## src/rtl/gpzda_field_parser.sv

```systemverilog
// gpzda_field_parser
//
// Parses the time and date fields of an NMEA $GPZDA sentence and checks its
// XOR checksum. The upstream header comparer flags (header_resolve) the cycle
// in which the final 'A' of "$GPZDA" is loaded. From then on this block
// consumes the same byte stream. It ends with either a one-cycle valid pulse
// carrying fresh BCD time/date, or a one-cycle error pulse carrying a reason.
//
// Ports
//   clock          system clock
//   reset          synchronous, active-high; returns the block to IDLE
//   load           data holds a new received byte this cycle
//   data           received ASCII byte
//   header_resolve header comparer matched "$GPZDA" on this byte
//   hour/minute/second/day/month  two-digit BCD, updated only on valid
//   year           four-digit BCD, updated only on valid
//   valid          one-cycle pulse, sentence accepted
//   error          one-cycle pulse, sentence rejected
//   err_code       0 format, 1 checksum, 2 aborted by '$' (qualified by error)

module gpzda_field_parser #(
  parameter int MAX_SKIP = 16
) (
  input  logic        clock,
  input  logic        reset,
  input  logic        load,
  input  logic [7:0]  data,
  input  logic        header_resolve,
  output logic [7:0]  hour,
  output logic [7:0]  minute,
  output logic [7:0]  second,
  output logic [7:0]  day,
  output logic [7:0]  month,
  output logic [15:0] year,
  output logic        valid,
  output logic        error,
  output logic [1:0]  err_code
);

  typedef enum logic [3:0] {
    IDLE, COMMA0, TIME, FRAC, DAY, MONTH, YEAR, SKIP, CK_HI, CK_LO
  } state_t;

  localparam int SKIP_W = $clog2(MAX_SKIP + 1);
  localparam logic [SKIP_W-1:0] SKIP_LIMIT = SKIP_W'(MAX_SKIP);

  localparam logic [7:0] CH_COMMA  = 8'h2C;
  localparam logic [7:0] CH_DOT    = 8'h2E;
  localparam logic [7:0] CH_STAR   = 8'h2A;
  localparam logic [7:0] CH_DOLLAR = 8'h24;
  // XOR of the characters "GPZDA", the part of the header inside checksum scope
  localparam logic [7:0] HDR_XOR   = 8'h48;

  state_t            state, state_next;
  logic [2:0]        digit_cnt, digit_cnt_next;
  logic [SKIP_W-1:0] skip_cnt, skip_cnt_next;
  logic [7:0]        csum, csum_next;
  logic [3:0]        ck_hi, ck_hi_next;
  logic [23:0]       time_sh, time_sh_next;
  logic [7:0]        day_sh, day_sh_next;
  logic [7:0]        month_sh, month_sh_next;
  logic [15:0]       year_sh, year_sh_next;
  logic              valid_next, error_next;
  logic [1:0]        code_next;
  logic              fmt_err;

  logic       is_digit, is_hex;
  logic [3:0] hex_val;

  // Only uppercase hex counts; 'A'..'F' have low nibbles 1..6, hence the +9
  assign is_digit = (data >= 8'h30) && (data <= 8'h39);
  assign is_hex   = is_digit || ((data >= 8'h41) && (data <= 8'h46));
  assign hex_val  = is_digit ? data[3:0] : data[3:0] + 4'd9;

  // Next-state logic. A header match restarts the parse ahead of anything else.
  // A '$' aborts any sentence in progress. Otherwise each field collects its
  // digits into a shift-register shadow and counts them in digit_cnt.
  always_comb begin
    state_next     = state;
    digit_cnt_next = digit_cnt;
    skip_cnt_next  = skip_cnt;
    csum_next      = csum;
    ck_hi_next     = ck_hi;
    time_sh_next   = time_sh;
    day_sh_next    = day_sh;
    month_sh_next  = month_sh;
    year_sh_next   = year_sh;
    valid_next     = 1'b0;
    error_next     = 1'b0;
    code_next      = err_code;
    fmt_err        = 1'b0;

    if (load) begin
      if (header_resolve) begin
        state_next     = COMMA0;
        csum_next      = HDR_XOR;
        digit_cnt_next = 3'd0;
      end else if (state != IDLE && data == CH_DOLLAR) begin
        state_next = IDLE;
        error_next = 1'b1;
        code_next  = 2'd2;
      end else begin
        // Every byte between the header and '*' is covered by the checksum
        if (state != IDLE && state != CK_HI && state != CK_LO &&
            !(state == SKIP && data == CH_STAR))
          csum_next = csum ^ data;

        case (state)
          COMMA0: begin
            if (data == CH_COMMA) begin
              state_next     = TIME;
              digit_cnt_next = 3'd0;
            end else fmt_err = 1'b1;
          end
          TIME: begin
            if (is_digit) begin
              if (digit_cnt == 3'd6) fmt_err = 1'b1;
              else begin
                time_sh_next   = {time_sh[19:0], data[3:0]};
                digit_cnt_next = digit_cnt + 3'd1;
              end
            end else if ((data == CH_DOT || data == CH_COMMA) && digit_cnt == 3'd6) begin
              state_next     = (data == CH_DOT) ? FRAC : DAY;
              digit_cnt_next = 3'd0;
            end else fmt_err = 1'b1;
          end
          FRAC: begin
            // Fractional seconds are checked for shape but not kept
            if (is_digit) begin
              if (digit_cnt == 3'd3) fmt_err = 1'b1;
              else digit_cnt_next = digit_cnt + 3'd1;
            end else if (data == CH_COMMA && digit_cnt != 3'd0) begin
              state_next     = DAY;
              digit_cnt_next = 3'd0;
            end else fmt_err = 1'b1;
          end
          DAY: begin
            if (is_digit) begin
              if (digit_cnt == 3'd2) fmt_err = 1'b1;
              else begin
                day_sh_next    = {day_sh[3:0], data[3:0]};
                digit_cnt_next = digit_cnt + 3'd1;
              end
            end else if (data == CH_COMMA && digit_cnt == 3'd2) begin
              state_next     = MONTH;
              digit_cnt_next = 3'd0;
            end else fmt_err = 1'b1;
          end
          MONTH: begin
            if (is_digit) begin
              if (digit_cnt == 3'd2) fmt_err = 1'b1;
              else begin
                month_sh_next  = {month_sh[3:0], data[3:0]};
                digit_cnt_next = digit_cnt + 3'd1;
              end
            end else if (data == CH_COMMA && digit_cnt == 3'd2) begin
              state_next     = YEAR;
              digit_cnt_next = 3'd0;
            end else fmt_err = 1'b1;
          end
          YEAR: begin
            if (is_digit) begin
              if (digit_cnt == 3'd4) fmt_err = 1'b1;
              else begin
                year_sh_next   = {year_sh[11:0], data[3:0]};
                digit_cnt_next = digit_cnt + 3'd1;
              end
            end else if (data == CH_COMMA && digit_cnt == 3'd4) begin
              state_next    = SKIP;
              skip_cnt_next = '0;
            end else fmt_err = 1'b1;
          end
          SKIP: begin
            // Local-zone fields are passed over; a runaway tail is rejected
            if (data == CH_STAR) state_next = CK_HI;
            else if (skip_cnt == SKIP_LIMIT) fmt_err = 1'b1;
            else skip_cnt_next = skip_cnt + 1'b1;
          end
          CK_HI: begin
            if (is_hex) begin
              ck_hi_next = hex_val;
              state_next = CK_LO;
            end else fmt_err = 1'b1;
          end
          CK_LO: begin
            if (is_hex) begin
              state_next = IDLE;
              if ({ck_hi, hex_val} == csum) valid_next = 1'b1;
              else begin
                error_next = 1'b1;
                code_next  = 2'd1;
              end
            end else fmt_err = 1'b1;
          end
          default: begin
          end
        endcase

        if (fmt_err) begin
          state_next = IDLE;
          error_next = 1'b1;
          code_next  = 2'd0;
        end
      end
    end
  end

  // State and output registers. The published fields copy the shadows only on
  // an accepted sentence, so a rejected sentence leaves the last good time.
  always_ff @(posedge clock) begin
    if (reset) begin
      state     <= IDLE;
      digit_cnt <= 3'd0;
      skip_cnt  <= '0;
      csum      <= 8'h00;
      ck_hi     <= 4'h0;
      time_sh   <= 24'h0;
      day_sh    <= 8'h0;
      month_sh  <= 8'h0;
      year_sh   <= 16'h0;
      hour      <= 8'h0;
      minute    <= 8'h0;
      second    <= 8'h0;
      day       <= 8'h0;
      month     <= 8'h0;
      year      <= 16'h0;
      valid     <= 1'b0;
      error     <= 1'b0;
      err_code  <= 2'd0;
    end else begin
      state     <= state_next;
      digit_cnt <= digit_cnt_next;
      skip_cnt  <= skip_cnt_next;
      csum      <= csum_next;
      ck_hi     <= ck_hi_next;
      time_sh   <= time_sh_next;
      day_sh    <= day_sh_next;
      month_sh  <= month_sh_next;
      year_sh   <= year_sh_next;
      valid     <= valid_next;
      error     <= error_next;
      err_code  <= code_next;
      if (valid_next) begin
        hour   <= time_sh[23:16];
        minute <= time_sh[15:8];
        second <= time_sh[7:0];
        day    <= day_sh;
        month  <= month_sh;
        year   <= year_sh;
      end
    end
  end

endmodule

```

## config.mk

```make
export PLATFORM = sky130hd
export DESIGN_NAME = gpzda_field_parser
export DESIGN_NICKNAME = d
export VERILOG_FILES = /design/src/rtl/gpzda_field_parser.sv
export SDC_FILE = /design/constraint.sdc
export NUM_CORES = 1
export LEC_CHECK = 0
export CORE_ASPECT_RATIO = 1.5
export CORE_MARGIN = 4
export CORE_UTILIZATION = 56
export CTS_CLUSTER_DIAMETER = 120
export DETAILED_ROUTE_END_ITERATION = 12
export PLACE_DENSITY = 0.78
export SETUP_SLACK_MARGIN = 0.4
export SLEW_MARGIN = 30
export SYNTH_ARGS = -nofsm -noshare
export SYNTH_HDL_FRONTEND = slang
export SYNTH_SLANG_ARGS = --single-unit
```

## constraint.sdc

```tcl
create_clock -name clock -period 9.9 [get_ports clock]
set_clock_uncertainty 0.15 [all_clocks]
set_input_delay 1.485 -clock clock [delete_from_list [all_inputs] [get_ports clock]]
set_output_delay 1.485 -clock clock [all_outputs]
set_load 0.02 [all_outputs]
```

## After elaboration in Yosys (flattened, before gate mapping)

Cells that the tools add are included.

- Register bits: 140
- Input port bits: 12
- Output and inout bits: 60
- Logic and storage cells: 196

- Add/sub/neg operators: 3
- Order comparisons: 4
- Equality and inequality tests: 50
- Mux-type cells: 79
- Bitwise gates (word level): 7
- Reductions and logical operators: 35

Operators by type and width:

| operator | number |
|---|---|
| 2-to-1 mux 4 bit | 18 |
| != test 5 bit, second input constant | 13 |
| 2-to-1 mux 3 bit | 15 |
| case mux 4 bit (9 select lines) | 1 |
| == test 8 x 6 -> 1 bit, second input constant | 4 |
| 2-to-1 mux 1 bit | 30 |
| != test 4 bit, second input constant | 7 |
| 2-to-1 mux 8 bit | 3 |
| AND reduction 6 bit | 4 |
| 2-to-1 mux 5 bit | 4 |
| == test 4 x 3 -> 1 bit, second input constant | 4 |
| AND reduction 16 bit | 1 |
| case mux 3 bit (5 select lines) | 1 |
| AND reduction 12 bit | 1 |
| nonzero test 12 bit | 1 |
| logical AND 1 bit | 11 |
| 2-to-1 mux 2 bit | 5 |
| != test 2 bit, second input constant | 5 |
| case mux 5 bit (2 select lines) | 1 |
| AND reduction 5 bit | 2 |
| != test 3 bit, second input constant | 3 |
| nonzero test 3 bit | 3 |
| == test 4 x 2 -> 1 bit, second input constant | 2 |
| == test 4 bit, second input constant | 2 |
| other kinds (27) | 37 |

## Depth between registers and ports, before layout

- Depth in word-level cells: 12
- Depth in mapped cells: 12
- Depth with buffers taken out: 9

## Worst setup path after synthesis

No wires, ideal clock.

- Path kind: input to register
- Start point: in data[0]
- End point: reg err_code[1]
- Arrival time: 3936 ps
- Data required time: 9676 ps
- Setup slack: 5740 ps
- Stages: 10
- Path through: clkbuf_1 -> inv_1 -> ha_1 -> o21bai_1 -> a21o_1 -> a22oi_2 -> xnor2_1 -> or4_1 -> a311o_1 -> a31oi_1

- Longest elaborated chain between the ends: 11
- Elaborated cells on any way between the ends: 41
- Classes of those cells: 1 x add/sub; 4 x order compare; 6 x eq/ne; 18 x mux; 12 x reduce/logical

RTL lines:

| item | RTL line | RTL |
|---|---|---|
| start: declaration | 27 | `input logic [7:0] data,` |
| parallel branches: the longest is 11 deep, another holds >= comparator 8 x 6 -> 1 bit | - |  |
| end signal: assignment | 242 | `err_code <= code_next;` |
| end: declaration | 37 | `output logic [1:0] err_code` |

Parallel ways; which one is timed is not known. The select of a mux whose other input is x is not followed.
A chain may end at the register's enable or synchronous reset.

## Worst setup path in the final report

- Start point: in data[0]
- End point: reg day[5]

- Longest elaborated chain between the ends: 10
- Elaborated cells on any way between the ends: 18
- Classes of those cells: 1 x add/sub; 4 x order compare; 2 x eq/ne; 7 x mux; 4 x reduce/logical

RTL lines:

| item | RTL line | RTL |
|---|---|---|
| >= comparator 8 x 6 -> 1 bit / <= comparator 8 x 6 -> 1 bit (equally long branches) | 71 | `assign is_digit = (data >= 8'h30) && (data <= 8'h39);` |
| logical AND 1 bit | 71 |  |
| 2-to-1 mux 4 bit | 73 | `assign hex_val = is_digit ? data[3:0] : data[3:0] + 4'd9;` |
| == test 8 bit | 188 | `if ({ck_hi, hex_val} == csum) valid_next = 1'b1;` |
| 2-to-1 mux 1 bit | 188 |  |
| 2-to-1 mux 1 bit | 186 | `if (is_hex) begin` |
| 2-to-1 mux 1 bit | 108 | `case (state)` |
| 2-to-1 mux 1 bit (*) | 98 | `end else if (state != IDLE && data == CH_DOLLAR) begin` |
| 2-to-1 mux 1 bit (*) | 94 | `if (header_resolve) begin` |
| 2-to-1 mux 1 bit (*) | 93 | `if (load) begin` |
| end signal: assignment | 247 | `day <= day_sh;` |
| end: declaration | 32 | `output logic [7:0] day,` |

Every way passes the cells marked *; elsewhere a longest branch is shown, timed or not.

==> run_results.csv <==
group,metric,value,unit
synthesis,ys_async_sr_fraction,0,%
worst_setup_path,crit_type,"input pin to flop",
worst_setup_path,cp.arrival,5300,ps
place,portBuffers,71,
min_path,hp-class,"flop to flop",
final_layout,final_cell_mix,"dfxtp_1, nor2_1, nand2_1",
worst_setup_path,cp-startpoint,"data[0]",
outcome,status,"complete, no violations",
cts,worstSkewPairLatency,410,ps
worst_setup_path,required,10020,ps
sta,min_period,5180,ps
run,maxCapViolCount,0,
route,post_drt_wl_per_cell,17.3,um
final_layout,n_antenna_cell,0,
route,routed_wl,16000,um
worst_setup_path,ff2ff_setup_slack,6300,ps
final_layout,syn_to_final_growth,21.8,%
min_path,min_from,"year_sh[12]",
place,place_hpwl,10500,um
sta,max_freq,0.193,GHz
cts,cts_buffers,17,
cts,cts_root_buf,"clkbuf_16",
synthesis,ys_ff_latch,140,
sta,fin_crit_sh,52.3,%
cts,ctsResizeCount,0,
worst_setup_path,reg2reg_from,"state[1]",
min_path,hold-path-cell-count,2,
grt,grt_first_pass_wirelength,26100,um
grt,grt_pass1_vias,5316,
floorplanning,num_rows,46,
sta,worst_slew_margin_rel,35.3,%
place,place.gp.congestion,0.953,
grt,antenna_found_initial,0,
route,num_vias,5389,
cts,hold_buffers,0,
sta,worst_slew_pin_slew,970,ps
floorplanning,die_w,94.0,um
floorplanning,die_h,137,um
pwr,powerDensity,168,mW/mm2
route,drcViolationCount,0,
pwr,p_leak,2.58,nW
route,avgViaCountPerCell,5.83,
cts,cts-htree-levels,4,
cts,path_clk_slew,60,ps
final_layout,final_common_cell,"dfxtp_1",
floorplanning,core_area,0.0107,mm2
final_layout,layout-drive-gt1-share,7.05,%
route,postRouteAntennaNets,0,
cts,cts_tree,"built",
grt,grt-ovfl-total,0,
sta,rsz0062_at_grt,"false",
sta,finalSetupViolCount,0,
route,first_iter_violations,269,
synthesis,synth-seq-area-share,45.1,%
final_layout,num-nets-final,790,
synthesis,synthCells,715,
sta,slew_violations,0,
cts,cts_setup_buffers,0,
synthesis,yosys.cell_types.count,63,
grt,grt_max_degree,76,
worst_setup_path,r2r_end,"day[5]",
floorplanning,ioPinCount,72,
grt,grt_use_total,25.5,%
worst_setup_path,critPathCaptureType,"flop",
min_path,min_to,"year_sh[12]",
synthesis,syn_nets,738,
synthesis,avgSynthCellArea,8.69,um2
worst_setup_path,worst-path-max-fanout,57,
worst_setup_path,ff2ff_path_depth,8,
worst_setup_path,cp-start-kind,"input pin",
cts,cts.sink_count,140,
route,drt_pass1_iterations,8,
floorplanning,dieArea,0.0129,mm2
synthesis,synth_edf_count,0,
floorplanning,initial_core_util,58.0,%
synthesis,syn-cell-area,0.00621,mm2
synthesis,synth_flop_cell,"dfxtp_1",
cts,cts_max_path_buffers,2,
sta,final.setup.tns,0,ps
synthesis,yosys_warnings,0,
final_layout,fin_util,70.7,%
pwr,peakVddDrop,0.129,mV
sta,hold_viol,0,
-- cell families after synthesis --
kind of cell	Yosys count	synth area share, %
xor gates and xnor gates	10	1.41
AOI/OAI and AO/OA	128	12.6
adders and majority gates	11	2.22
DFF	140	45.1
and+or+nand+nor	287	21.7
buffers and inverters	61	4.29
muxes	78	12.6
-- power by group --
group / leakage (nW) / switching [W] / internal, W
clock network: 0.294 / 0.000237 / 0.000410
logic: 1.16 / 0.0000380 / 0.0000178
registers: 1.13 / 0.00000169 / 0.000566
total: 2.58 / 0.000276 / 0.000993
-- worst max-delay path, stage by stage --
cell and delay (ps):
clkdlybuf4s50_1 810, inv_1 230, ha_1 280, o21bai_1 330, a21o_1 330, a22oi_2 110
xnor2_1 210, nor4b_4 270, buf_4 760, mux2i_1 330, nor2_1 80
-- per-stage QoR --
stage | hold slack (ps) | cells | instance area, um2 | power (W) | setup slack (ps)
after floorplan | 286 | 715 | 6210 | 0.000616 | 5740
after global placement | 296 | 891 | 6950 | 0.000633 | 4550
after detailed placement | 302 | 892 | 6970 | 0.000634 | 4410
after CTS | 313 | 924 | 7570 | 0.00127 | 4760
after global routing | 333 | 924 | 7570 | 0.00131 | 4510
final | 310 | 924 | 7570 | 0.00127 | 4720
-- worst max path at each step --
stage                  endpoint  cells after the start  slack (ps)
floorplan           err_code[1]                     10        5740
global placement       month[0]                     11        4550
detailed placement       day[5]                     11        4410
CTS                      day[5]                     11        4760
global route             day[5]                     11        4510
finish                   day[5]                     11        4720
-- area by class of cell --
type | instances | area (um2)
Clock inverter | 10 | 139
Sequential cell | 140 | 2800
Fill cell | 859 | 3140
Multi-Input combinational cell | 514 | 3160
Inverter | 15 | 56.3
Tap cell | 144 | 180
Timing Repair Buffer | 79 | 772
Clock buffer | 22 | 464
-- metal layers --
layer	vias up	track usage, %	part of all wire (%)	wire (um)
li1	2580	-	-	-
met1	2596	29.4	41	6500
met2	166	43.9	52	8250
met3	47	6.16	4.0	641
met4	0	12.3	3.9	621
met5	-	0	0	0
-- registers in the layout, indices dropped and copies added (netlist names), 5 cells and up --
register	count
csum	8
day	8
day_sh	8
hour	8
minute	8
month	8
month_sh	8
second	8
skip_cnt	5
time_sh	24
year	16
year_sh	16
-- synth_stat cells (5+ instances only) --
cell type | instances | area, um2
nor2_1 | 107 | 402
clkbuf_1 | 34 | 128
a31oi_1 | 6 | 37.5
dfxtp_1 | 140 | 2800
mux2i_1 | 75 | 751
xnor2_1 | 8 | 70.1
inv_1 | 15 | 56.3
nand2b_1 | 5 | 31.3
ha_1 | 11 | 138
a21oi_1 | 63 | 315
nor2b_1 | 11 | 68.8
a211oi_1 | 6 | 45.0
nand4_1 | 7 | 43.8
or4_1 | 6 | 45.0
buf_2 | 6 | 30.0
nand2_1 | 99 | 372
nand3_1 | 11 | 55.1
nor3_1 | 9 | 45.0
o21ai_0 | 21 | 105
(Power assumes the default switching activity.)
